--- src/rtl/sram_arb_ctl.sv ---
// sram_arb_ctl: N-channel arbitrated controller for one asynchronous SRAM bank
module sram_arb_ctl #(
    parameter  int N_CH     = 2,
    parameter  int ADDR_W   = 20,
    parameter  int DATA_W   = 32,
    parameter  int WAIT_CYC = 1,
    parameter  int ARB_RR   = 1,
    localparam int BE_W     = DATA_W / 8,
    localparam int CW       = (N_CH > 1) ? $clog2(N_CH) : 1
) (
    input  logic                     clk_i,
    input  logic                     rst_i,
    input  logic [N_CH-1:0]          req_i,
    input  logic [N_CH-1:0]          rw_i,
    input  logic [N_CH*ADDR_W-1:0]   addr_i,
    input  logic [N_CH*DATA_W-1:0]   wdata_i,
    input  logic [N_CH*BE_W-1:0]     be_n_i,
    output logic [DATA_W-1:0]        rdata_o,
    output logic [N_CH-1:0]          r_ready_o,
    output logic [N_CH-1:0]          w_finish_o,
    output logic [CW-1:0]            grant_o,
    output logic                     busy_o,
    output logic [ADDR_W-1:0]        ram_addr_o,
    input  logic [DATA_W-1:0]        ram_data_i,
    output logic [DATA_W-1:0]        ram_data_o,
    output logic                     ram_data_t_o,
    output logic [BE_W-1:0]          ram_be_n_o,
    output logic                     ram_ce_n_o,
    output logic                     ram_oe_n_o,
    output logic                     ram_we_n_o
);
    typedef enum logic [1:0] {IDLE, ACCESS, HOLD, DONE} state_t;

    state_t            state_q, state_d;
    logic [3:0]        cnt_q, cnt_d;
    logic              rw_q, rw_d;
    logic [ADDR_W-1:0] addr_q, addr_d;
    logic [DATA_W-1:0] wdata_q, wdata_d;
    logic [BE_W-1:0]   be_n_q, be_n_d;
    logic [CW-1:0]     grant_q, grant_d;
    logic [CW-1:0]     ptr_q, ptr_d;
    logic [DATA_W-1:0] rdata_q, rdata_d;
    logic [N_CH-1:0]   r_ready_q, r_ready_d;
    logic [N_CH-1:0]   w_finish_q, w_finish_d;
    logic              busy_q, busy_d;
    logic              ce_n_q, ce_n_d;
    logic              oe_n_q, oe_n_d;
    logic              we_n_q, we_n_d;
    logic              data_t_q, data_t_d;

    logic [N_CH-1:0]   hi_mask, cand, resp_oh;
    logic [CW-1:0]     win;
    logic              sel_rw;
    logic [ADDR_W-1:0] sel_addr;
    logic [DATA_W-1:0] sel_wdata;
    logic [BE_W-1:0]   sel_be_n;

    assign resp_oh = N_CH'(1) << grant_q;

    // Round-robin: prefer requesters at or above the pointer, else wrap to the lowest index.
    always_comb begin
        hi_mask = '0;
        for (int c = 0; c < N_CH; c++)
            hi_mask[c] = (ARB_RR != 0) && (CW'(c) >= ptr_q);
        cand = (|(req_i & hi_mask)) ? (req_i & hi_mask) : req_i;
        win = '0;
        for (int c = N_CH - 1; c >= 0; c--)
            if (cand[c]) win = CW'(c);
        sel_rw    = 1'b0;
        sel_addr  = '0;
        sel_wdata = '0;
        sel_be_n  = '1;
        for (int c = 0; c < N_CH; c++)
            if (win == CW'(c)) begin
                sel_rw    = rw_i[c];
                sel_addr  = addr_i[c*ADDR_W +: ADDR_W];
                sel_wdata = wdata_i[c*DATA_W +: DATA_W];
                sel_be_n  = be_n_i[c*BE_W +: BE_W];
            end
    end

    always_comb begin
        state_d    = state_q;
        cnt_d      = cnt_q;
        rw_d       = rw_q;
        addr_d     = addr_q;
        wdata_d    = wdata_q;
        be_n_d     = be_n_q;
        grant_d    = grant_q;
        ptr_d      = ptr_q;
        rdata_d    = rdata_q;
        r_ready_d  = '0;
        w_finish_d = '0;
        case (state_q)
            IDLE: if (|req_i) begin
                state_d = ACCESS;
                cnt_d   = 4'(WAIT_CYC);
                grant_d = win;
                ptr_d   = (win == CW'(N_CH - 1)) ? '0 : win + 1'b1;
                rw_d    = sel_rw;
                addr_d  = sel_addr;
                wdata_d = sel_wdata;
                be_n_d  = sel_be_n;
            end
            ACCESS: if (cnt_q != '0) cnt_d = cnt_q - 1'b1;
                else if (rw_q) begin
                    state_d   = DONE;
                    rdata_d   = ram_data_i;
                    r_ready_d = resp_oh;
                end else state_d = HOLD;
            HOLD: begin
                state_d    = DONE;
                w_finish_d = resp_oh;
            end
            default: state_d = IDLE;
        endcase
        // Strobes are registered from the next state so they are glitch-free at the pins.
        ce_n_d   = !(state_d == ACCESS || state_d == HOLD);
        oe_n_d   = !(state_d == ACCESS && rw_d);
        we_n_d   = !(state_d == ACCESS && !rw_d);
        data_t_d = (state_d == ACCESS || state_d == HOLD) && !rw_d;
        busy_d   = state_d != IDLE;
    end

    always_ff @(posedge clk_i or negedge rst_i) begin
        if (!rst_i) begin
            state_q    <= IDLE;
            cnt_q      <= '0;
            rw_q       <= 1'b0;
            addr_q     <= '0;
            wdata_q    <= '0;
            be_n_q     <= '1;
            grant_q    <= '0;
            ptr_q      <= '0;
            rdata_q    <= '0;
            r_ready_q  <= '0;
            w_finish_q <= '0;
            busy_q     <= 1'b0;
            ce_n_q     <= 1'b1;
            oe_n_q     <= 1'b1;
            we_n_q     <= 1'b1;
            data_t_q   <= 1'b0;
        end else begin
            state_q    <= state_d;
            cnt_q      <= cnt_d;
            rw_q       <= rw_d;
            addr_q     <= addr_d;
            wdata_q    <= wdata_d;
            be_n_q     <= be_n_d;
            grant_q    <= grant_d;
            ptr_q      <= ptr_d;
            rdata_q    <= rdata_d;
            r_ready_q  <= r_ready_d;
            w_finish_q <= w_finish_d;
            busy_q     <= busy_d;
            ce_n_q     <= ce_n_d;
            oe_n_q     <= oe_n_d;
            we_n_q     <= we_n_d;
            data_t_q   <= data_t_d;
        end
    end

    assign rdata_o      = rdata_q;
    assign r_ready_o    = r_ready_q;
    assign w_finish_o   = w_finish_q;
    assign grant_o      = grant_q;
    assign busy_o       = busy_q;
    assign ram_addr_o   = addr_q;
    assign ram_data_o   = wdata_q;
    assign ram_data_t_o = data_t_q;
    assign ram_be_n_o   = be_n_q;
    assign ram_ce_n_o   = ce_n_q;
    assign ram_oe_n_o   = oe_n_q;
    assign ram_we_n_o   = we_n_q;
endmodule
--- config.mk ---
export PLATFORM = sky130hd
export DESIGN_NAME = sram_arb_ctl
export DESIGN_NICKNAME = d
export VERILOG_FILES = /design/src/rtl/sram_arb_ctl.sv
export SDC_FILE = /design/constraint.sdc
export NUM_CORES = 1
export LEC_CHECK = 0
export BUFFER_PORTS_ARGS = -buffer_cell sky130_fd_sc_hd__buf_4
export CAP_MARGIN = 20
export CORE_ASPECT_RATIO = 1.2
export CORE_MARGIN = 4
export CORE_UTILIZATION = 39
export DETAILED_ROUTE_END_ITERATION = 6
export GPL_TIMING_DRIVEN = 1
export PLACE_DENSITY = 0.76
export SLEW_MARGIN = 5
export SYNTH_ARGS = -nofsm -noshare
export SYNTH_HDL_FRONTEND = slang
export SYNTH_SLANG_ARGS = --single-unit
--- constraint.sdc ---
create_clock -name clk_i -period 2.3 [get_ports clk_i]
set_input_delay 0.46 -clock clk_i [delete_from_list [all_inputs] [get_ports clk_i]]
set_output_delay 0.46 -clock clk_i [all_outputs]
set_load 0.01 [all_outputs]
==> results of run 1 <==
through the flow:
stage	total power, mW	util, %	instances
3_3_place_gp	7.24	56.9	716
4_1_cts	9.06	59.7	731
5_1_grt	9.52	59.7	731
6_report	8.98	59.7	731
2_1_floorplan	5.43	-	333
3_5_place_dp	7.37	56.9	716
registers in the layout, summed over array words and instances, names as in the netlist:
register / cells
busy_o: 1
cnt_q: 4
grant_o: 1
ptr_q: 1
r_ready_o: 2
ram_addr_o: 20
ram_be_n_o: 4
ram_ce_n_o: 1
ram_data_o: 32
ram_data_t_o: 1
ram_oe_n_o: 1
ram_we_n_o: 1
rdata_o: 32
rw_q: 1
state_q: 2
w_finish_o: 2
critical path: stages (launching register included):
cell and delay, ps:
dfrtp_1 410, inv_1 70, ha_1 170, nor3b_1 240, and3_2 390, buf_12 220, mux2_2 350
worst paths after layout:
path,startpoint,to,cells past startpoint
worst max-delay path,cnt_q[0]$_DFFE_PN0P_,rdata_o[23]$_DFFE_PN0P_,6
worst min-delay path,rst_i,rdata_o[10]$_DFFE_PN0P_,1
worst max register to register,cnt_q[0]$_DFFE_PN0P_,rdata_o[23]$_DFFE_PN0P_,6
worst min register to register,cnt_q[3]$_DFFE_PN0P_,cnt_q[3]$_DFFE_PN0P_,1
max in group asynchronous,rst_i,ram_we_n_o$_DFF_PN1_,2
min in group clk_i,wdata_i[52],ram_data_o[20]$_DFFE_PN0P_,2
layer usage:
layer	GRT usage (%)	wire length, um
met1	24.5	5590
met2	32.3	6750
met3	3.63	960
met4	7.50	278
met5	0	0
layout by cell type, fill, tap and decap left out, drive strengths merged:
cell type  instances
a21boi            56
a21o               3
a21oi              1
a221o             56
a221oi             1
a22o               1
a22oi              1
a31o               1
a31oi              1
and2               4
and2b              1
and3               4
buf              255
bufinv             2
clkbuf             9
clkinv             2
dfrtp             99
dfstp              7
ha                 3
inv                8
mux2              32
mux2i              3
nand2              4
nand2b             2
nand3              2
nand4              1
nand4b             2
nor2               4
nor3               1
nor3b              1
o21ai              3
o21bai             1
or2                2
or3b               1
cell type report:
class	count	area, um2	share of cell area (%)
flip-flops and latches	106	2660	38.4
repair buffers	255	1940	28.0
multi-input cells	192	1790	25.9
clock buffers	9	225	3.25
well taps	157	196	2.83
clock inverters	6	97.6	1.41
inverters	6	22.5	0.325
cells by family (layout without fill, tap and decap cells):
| family | after synthesis | after routing |
|---|---|---|
| and+or+nand+nor | 29 | 29 |
| muxes | 35 | 35 |
| AOI/OAI and AO/OA | 125 | 125 |
| adders and majority gates | 3 | 3 |
| buffers and inverters | 35 | 276 |
| DFF | 106 | 106 |
power by group:
part	switching [mW]	internal (mW)	total, mW
Combinational	1.65	2.36	4.01
Clock	0.698	0.964	1.66
Sequential	0.531	2.78	3.31
Total	2.88	6.10	8.98
==> impl_metrics.toml, run 1 <==
[run_status]
run_status = "completed"

[final_layout]
design.final.nets = 723
area_growth_pct = 49.0
layout-drive-gt1-share_pct = 55.4
layout.cell_area.non_filler_um2 = 6940
final.fill_count = 937
insertedDiodeCount = 0

[cts]
clk-insertion-delay-late_ps = 340
cts_post_setup_buffers_inserted = 0
cts.root.buffer_cell = "clkbuf_16"
cts_inserted_buffers = 9
clock_sinks = 106
postCtsResizedCells = 0
ctsHtreeMaxLevel = 3
tritoncts = "yes"
cts-hold-fix-buffers = 0
max-clock-path-buffers = 2
worst_setup_hold_path_clk_slew_ps = 70

[synthesis]
synth_area_per_cell_um2 = 14.0
synth_top_area_share_pct = 53.2
synthesis.nets = 486
synth_compound_area_share_pct = 23.0
synth_warnings = 0
post_synthesis_adder_cell_area_fraction_pct = 0.806
syn_inst = 333
syn_area_um2 = 4660
synth.distinct_cells = 37
yosys-top-cells-area = "dfrtp_1, a221o_1, mux2_4"
yosys.area_share.simple_pct = 3.87
xor_xnor_portion_of_the_synthesized_cell_area_pct = 0
post-synth-top-count-cell = "dfrtp_1"
sequential_area_share_after_synthesis_pct = 57.2
synth-edff-count = 0
synthFlopType = "dfrtp_1"
synth_async_sr_flop_share_pct = 100
largest_family_of_logic_cells_by_synthesized_area = "compound AO/OA/AOI/OAI gates"
netlist_top_cells_count = "dfrtp_1, a221o_1, a21boi_0"
ys_ff_latch = 106
library_cell_with_the_largest_summed_area_after_synthesis = "dfrtp_1"
synth_mux_area_share_pct = 10.6

[sta]
worst_hold_slack_ps = 50.7
count_of_pins_over_their_slew_limit = 0
worst_slew_pin_slew_ps = 1020
finalWorstPathRequiredPeriod_ps = 1970
hold_viol = 0
setup_viol = 0
grt_setup_unrepaired = "no"
setup_ws_ps = 332
maxSlewHeadroom_pct = 32.1
max_freq_mhz = 508
setup_tns_ps = 0
final_min_period_over_clock_period_pct = 85.6
final.setup_skew_ps = 10.0

[global_route]
groute.usage.overall_pct = 19.2
grt_antenna_before_repair = 0
first_global_vias = 4054
remaining_global_route_overflow = 0
grt_first_pass_wirelength_mm = 20.9
grt_max_degree = 60

[routing]
mean_number_of_vias_per_cell = 5.30
route.vias.total = 3874
drtPass1Iterations = 6
wl_mm = 13.6
wl_per_cell_um = 18.6
drtIter0Drc = 178
dr_drc_count = 0
postRouteAntennaNets = 0

[hold_path]
hold_path.class = "in -> async"

[die]
core_um2 = 11600
die_y_um = 128
floorplan.initialDensity_pct = 40.1
chipWidth_um = 108
rows = 43
ioPinCount = 248
floorplan.die_area_um2 = 13800

[place]
finalWeightedCongestion = 0.862
dp_hpwl_mm = 10.0
io_buffer_count = 247
placed_area_um2 = 6610
dp_worst_setup_slack_ps = 272

[setup_path]
cp.arrival_ps = 2190
timing.critical_path.from_type = "flip-flop"
worst-setup-path-type = "reg -> reg"
setup.worst_path.end_class = "flip-flop"
worst_ep_required_time_ps = 2520
setup.reg_to_reg.worst_slack_ps = 330
worst-path-max-fanout = 19

[power]
max-vdd-ir-drop_mv = 0.493
cellLeakagePower_nw = 3.42
pwr_dens_nw_per_um2 = 1290

[job]
number_of_max_cap_violations = 0
Power figures use the tool's default switching activity.
==> inputs of run 2 (changes only) <==
--- a/config.mk
+++ b/config.mk
@@ -13,6 +13,7 @@
 export DETAILED_ROUTE_END_ITERATION = 6
 export GPL_TIMING_DRIVEN = 1
 export PLACE_DENSITY = 0.76
+export SETUP_SLACK_MARGIN = 0.5
 export SLEW_MARGIN = 5
 export SYNTH_ARGS = -nofsm -noshare
 export SYNTH_HDL_FRONTEND = slang
==> run 2 against run 1 <==
Register-to-register slack improved by 160 ps. Cell area is 0.99% higher. Total power up 0.64%. Setup slack improved by 160 ps. Global-route usage barely moved. Wire length rose by 5.6%. Cell count grew 0.82%. Clock-buffer cell count did not move. Die area is the same. Critical endpoint is now ram_data_t_o$_DFF_PN0_. Largest power group unchanged.
==> impl_metrics.toml, run 2 (synthesis gave the netlist of run 1 again) <==
[final_layout]
finalCoreUtilization_pct = 60.3
multi_input_area_um2 = 1840
final.fill_count = 924
mostFrequentLayoutCells = "buf_4, dfrtp_1, a221o_1"
insertedDiodeCount = 0
area_growth_pct = 50.4
design.final.nets = 728
layout_commonest_cell = "buf_4"
area.sequential_um2 = 2660
layout-drive-gt1-share_pct = 56.9

[sta]
finalWorstPathRequiredPeriod_ps = 1810
max_freq_mhz = 552
count_of_pins_over_their_slew_limit = 0
setup_tns_ps = 0
grt_setup_unrepaired = "yes"
worst_slew_pin_slew_ps = 576
maxSlewHeadroom_pct = 61.6
hold_viol = 0
setup_viol = 0
final.setup_skew_ps = 7.16
final_min_period_over_clock_period_pct = 78.7

[setup_path]
timing.critical_path.from_type = "flip-flop"
setup.reg_to_reg.worst_slack_ps = 490
worst_ep_required_time_ps = 2520
timing.rr.start = "cnt_q[0]$_DFFE_PN0P_"
list_of_cells_traversed_by_the_critical_path = "inv_1 -> ha_2 -> or3b_4 -> o21bai_2 -> a22o_1 -> ha_1 -> inv_2 -> a31oi_1"
worst_r2r_endpoint = "ram_data_t_o$_DFF_PN0_"
worst-path-max-fanout = 3
cp.arrival_ps = 2030
worst-setup-path-type = "reg -> reg"
critical_path.slowest_cell = "dfrtp_1"
setup.worst_path.end_class = "flip-flop"
worst-r2r-cell-count = 8
worst_path_max_stage_delay_ps = 390

[global_route]
grt_max_degree = 60
grt_antenna_before_repair = 0
groute.usage.overall_pct = 19.2
grt_first_pass_wirelength_mm = 21.0
grt.busiest_layer = "met2"
grt_use_met2_pct = 32.0
first_global_vias = 4061
remaining_global_route_overflow = 0
globalRouteMet3Util_pct = 4.58
groute.layer.met1.usage_pct = 24.7

[die]
die_y_um = 128
core_um2 = 11600
rows = 43
floorplan.initialDensity_pct = 40.1
floorplan.die_area_um2 = 13800
chipWidth_um = 108
ioPinCount = 248

[cts]
clk-insertion-delay-late_ps = 340
cts_inserted_buffers = 9
cts.root.buffer_cell = "clkbuf_16"
ctsHtreeMaxLevel = 3
worst_setup_hold_path_clk_slew_ps = 70
tritoncts = "yes"
max-clock-path-buffers = 2
clock_sinks = 106
cts-hold-fix-buffers = 0

[routing]
drtPass1Iterations = 4
dr_drc_count = 0
wl_per_cell_um = 19.4
mean_number_of_vias_per_cell = 5.39
wl_mm = 14.3
postRouteAntennaNets = 0
drtIter0Drc = 240
route.vias.total = 3972

[place]
dp_hpwl_mm = 9.97
finalWeightedCongestion = 0.795
io_buffer_count = 247

[hold_path]
hold_path.class = "in -> async"

[power]
cellLeakagePower_nw = 3.44
pwr_dens_nw_per_um2 = 1290
max-vdd-ir-drop_mv = 0.494

[run_status]
run_status = "completed"

[job]
number_of_max_cap_violations = 0
-- run 2: what timing repair did --
action	in CTS	in global routing
setup buffers	3	2
endpoints found under the hold margin	0	0
endpoints found under the setup margin	35	60
gates cloned	0	2
pin swaps	1	3
gates resized for setup	3	9
-- run 2: metal layers --
| layer | up-vias | part of all wire (%) |
|---|---|---|
| li1 | 1771 | - |
| met1 | 1945 | 41 |
| met2 | 224 | 48 |
| met3 | 32 | 7.7 |
| met4 | 0 | 3.0 |
| met5 | - | 0 |
-- run 2: metrics by stage --
| stage | setup WS, ps | cell area [um2] | cells | hold slack (ps) | total power [mW] |
|---|---|---|---|---|---|
| after floorplan | 546 | 4660 | 333 | 164 | 5.43 |
| after global placement | 322 | 6600 | 714 | 483 | 7.21 |
| after detailed placement | 270 | 6600 | 714 | 495 | 7.35 |
| after CTS | 467 | 6950 | 733 | 124 | 9.02 |
| after global routing | 456 | 7000 | 737 | 133 | 9.57 |
| final | 489 | 7000 | 737 | 104 | 9.04 |
-- run 2: critical path, delay by kind of cell (launching register included) --
kind | cells | cell delay, ps
compound gates | 3 | 380
fa+ha+maj | 2 | 410
buf+inv | 2 | 120
flops | 1 | 390
simple gates | 1 | 390
-- run 2: final cells by class --
type | count | area share [%]
Timing Repair Buffer | 258 | 28.1
Multi-Input combinational cell | 194 | 26.3
Clock buffer | 9 | 3.22
Sequential cell | 106 | 38.0
Tap cell | 157 | 2.80
Clock inverter | 7 | 1.23
Inverter | 6 | 0.322
-- run 2: worst max-delay path by stage --
stage	cells past startpoint	slack (ps)	end	start
finish	8	490	ram_data_t_o$_DFF_PN0_	cnt_q[0]$_DFFE_PN0P_
global route	8	460	ram_data_t_o$_DFF_PN0_	cnt_q[0]$_DFFE_PN0P_
CTS	8	470	ram_data_t_o$_DFF_PN0_	cnt_q[1]$_DFFE_PN0P_
detailed placement	4	270	ram_data_o[18]$_DFFE_PN0P_	req_i[0]
global placement	4	320	ram_data_o[9]$_DFFE_PN0P_	req_i[0]
floorplan	8	550	ram_data_t_o$_DFF_PN0_	cnt_q[0]$_DFFE_PN0P_
-- run 2: where the power goes --
group          switching, mW  leakage, nW  internal [mW]  total, mW
Sequential             0.541         1.29           2.78       3.32
Clock                  0.717        0.150          0.868       1.58
Combinational           1.69         2.00           2.44       4.13
==> inputs of run 3 (changes only) <==
--- a/config.mk
+++ b/config.mk
@@ -5,6 +5,7 @@
 export SDC_FILE = /design/constraint.sdc
 export NUM_CORES = 1
 export LEC_CHECK = 0
+export ABC_AREA = 1
 export BUFFER_PORTS_ARGS = -buffer_cell sky130_fd_sc_hd__buf_4
 export CAP_MARGIN = 20
 export CORE_ASPECT_RATIO = 1.2
@@ -12,7 +13,7 @@
 export CORE_UTILIZATION = 39
 export DETAILED_ROUTE_END_ITERATION = 6
 export GPL_TIMING_DRIVEN = 1
-export PLACE_DENSITY = 0.76
+export PLACE_DENSITY = 0.77
 export SETUP_SLACK_MARGIN = 0.5
 export SLEW_MARGIN = 5
 export SYNTH_ARGS = -nofsm -noshare
==> constraint.sdc (replaced) <==
create_clock -name clk_i -period 1.8 [get_ports clk_i]
set_input_delay 0.36 -clock clk_i [delete_from_list [all_inputs] [get_ports clk_i]]
set_output_delay 0.36 -clock clk_i [all_outputs]
set_load 0.01 [all_outputs]
==> run 3 against run 2 <==
Critical path depth rose by 1. Critical endpoint unchanged. Synthesized cell count rose by 58%. Combinational power rose by 79%.
==> impl_metrics.toml, run 3 <==
[synthesis]
synth.distinct_cells = 21
sequential_area_share_after_synthesis_pct = 58.8
synth_top_area_share_pct = 54.8
synth_area_per_cell_um2 = 8.60
netlist_top_cells_count = "nand2_1, dfrtp_1, nand3_1"
syn_inst = 526
synthFlopType = "dfrtp_1"
synth_warnings = 0
synthesis.nets = 679
syn_area_um2 = 4520
synth_async_sr_flop_share_pct = 100
library_cell_with_the_largest_summed_area_after_synthesis = "dfrtp_1"
ys_ff_latch = 106
synth-edff-count = 0
post-synth-top-count-cell = "nand2_1"
yosys-top-cells-area = "dfrtp_1, nand2_1, nand3_1"

[die]
floorplan.initialDensity_pct = 40.4
core_um2 = 11200
rows = 42
ioPinCount = 248
floorplan.die_area_um2 = 13400
chipWidth_um = 106
die_y_um = 126

[sta]
setup_ws_ps = 310
grt_setup_unrepaired = "yes"
final_min_period_over_clock_period_pct = 82.8
count_of_pins_over_their_slew_limit = 0
setup_tns_ps = 0
hold_viol = 0
max_freq_mhz = 671
setup_viol = 0
worst_slew_pin_slew_ps = 565
final.setup_skew_ps = 8.76
maxSlewHeadroom_pct = 62.4
finalWorstPathRequiredPeriod_ps = 1490

[final_layout]
design.final.nets = 954
layout_commonest_cell = "buf_4"
multi_input_area_um2 = 2300
area.sequential_um2 = 2660
insertedDiodeCount = 0
mostFrequentLayoutCells = "buf_4, nand2_1, dfrtp_1"
area_growth_pct = 79.8
layout-drive-gt1-share_pct = 56.1
final.fill_count = 773

[place]
dp_hpwl_mm = 10.0
io_buffer_count = 247
dp_worst_setup_slack_ps = 270
finalWeightedCongestion = 0.766

[routing]
drtPass1Iterations = 4
postRouteAntennaNets = 0
route.vias.total = 4803
drtIter0Drc = 300
wl_per_cell_um = 17.7
dr_drc_count = 0
mean_number_of_vias_per_cell = 5.00
wl_mm = 17.0

[global_route]
remaining_global_route_overflow = 0
first_global_vias = 4698
grt_max_degree = 107
grt_antenna_before_repair = 0
grt_first_pass_wirelength_mm = 22.9
groute.usage.overall_pct = 21.5

[setup_path]
timing.critical_path.from_type = "flip-flop"
startpoint = "cnt_q[1]$_DFFE_PN0P_"
worst-path-max-fanout = 3
worst_r2r_endpoint = "ram_data_t_o$_DFF_PN0_"
worst_ep_required_time_ps = 2090
cp.arrival_ps = 1780
worst-r2r-cell-count = 9
setup.reg_to_reg.worst_slack_ps = 310
worst-setup-path-type = "reg -> reg"
setup.worst_path.end_class = "flip-flop"
timing.rr.start = "cnt_q[1]$_DFFE_PN0P_"

[hold_path]
hold_path.class = "in -> async"

[power]
share_clk_of_total_power_pct = 15.6
max-vdd-ir-drop_mv = 0.879
pwr_dens_nw_per_um2 = 1710
cellInternalPower_mw = 8.50
power.share.sequential_pct = 31.2
comb_power_share_pct = 53.2
netSwitchingPower_mw = 5.36
netSwitchingFraction_pct = 38.7
cellLeakagePower_nw = 4.50

[cts]
max-clock-path-buffers = 2
cts_inserted_buffers = 9
worst_setup_hold_path_clk_slew_ps = 70
ctsHtreeMaxLevel = 3
tritoncts = "yes"
clk-insertion-delay-late_ps = 340
cts.root.buffer_cell = "clkbuf_16"
clock_sinks = 106
cts-hold-fix-buffers = 0

[run_status]
run_status = "completed"

[job]
number_of_max_cap_violations = 0
run 3: changes by cell type after synthesis, sizes merged, moves of 4 or more:
| cell | delta |
|---|---|
| mux2 | -32 |
| a221o | -56 |
| nor2 | +11 |
| and3 | -4 |
| inv | +14 |
| nand3 | +92 |
| a21boi | -56 |
| nand2 | +247 |
| and2 | -4 |
run 3: area by class of cell:
| cell class | count | share of cell area, % |
|---|---|---|
| inverter | 20 | 0.985 |
| tap | 154 | 2.37 |
| clock buffer | 11 | 3.11 |
| sequential | 106 | 32.7 |
| clock inverter | 5 | 1.02 |
| multi-input combinational | 374 | 28.3 |
| timing repair buffer | 290 | 31.5 |
run 3: worst max path at each step:
stage	slack, ps	to	cells past startpoint
after floorplan	400	ram_data_t_o$_DFF_PN0_	8
after global placement	350	ram_data_t_o$_DFF_PN0_	9
after detailed placement	270	rdata_o[8]$_DFFE_PN0P_	6
after CTS	390	ram_data_t_o$_DFF_PN0_	9
after global routing	250	rdata_o[24]$_DFFE_PN0P_	8
final	310	ram_data_t_o$_DFF_PN0_	9
run 3: timing repair:
item,CTS,global route
setup buffers,11,9
cloned,5,10
pin swaps,8,24
endpoints found under the setup margin,103,106
gates resized for setup,35,172
run 3: power by group through the flow:
| stage | combinational, mW | sequential (mW) | clock [mW] |
|---|---|---|---|
| detailed placement | 5.37 | 4.26 | 0 |
| global placement | 5.20 | 4.24 | 0 |
| finish | 7.38 | 4.32 | 2.17 |
| floorplan | 2.36 | 4.69 | 0 |
| CTS | 6.08 | 4.28 | 2.21 |
| global route | 7.91 | 4.44 | 2.32 |
run 3: layer usage:
| layer | track usage (%) | up-vias | part of all wire, % |
|---|---|---|---|
| li1 | - | 2223 | - |
| met1 | 24.1 | 2309 | 35 |
| met2 | 38.3 | 227 | 55 |
| met3 | 5.02 | 44 | 6.9 |
| met4 | 10.1 | 0 | 3.0 |
| met5 | 0 | - | 0 |
run 3: cell families after synthesis:
family	share of synthesized area [%]
compound gates	0.913
xor+xnor	0.194
fa+ha+maj	0.830
buf+inv	6.08
flops	58.8
simple gates	33.2
run 3: metrics by stage:
step	power [mW]	util, %	instance area (um2)	std cells	hold slack, ps
5_1_grt	14.7	72.7	8130	960	127
2_1_floorplan	7.05	-	4550	526	64.4
3_5_place_dp	9.64	58.1	6500	909	460
6_report	13.9	72.7	8130	960	60.5
4_1_cts	12.6	64.2	7190	941	107
3_3_place_gp	9.43	58.1	6500	909	455
run 3: critical path, cell delays in order, from the launching register on:
cell and delay, ps:
dfrtp_1 410, inv_2 90, ha_4 150, nand2_4 70, nor2_4 170, buf_6 130
nor2_4 50, ha_4 270, nand2_2 50, inv_2 40
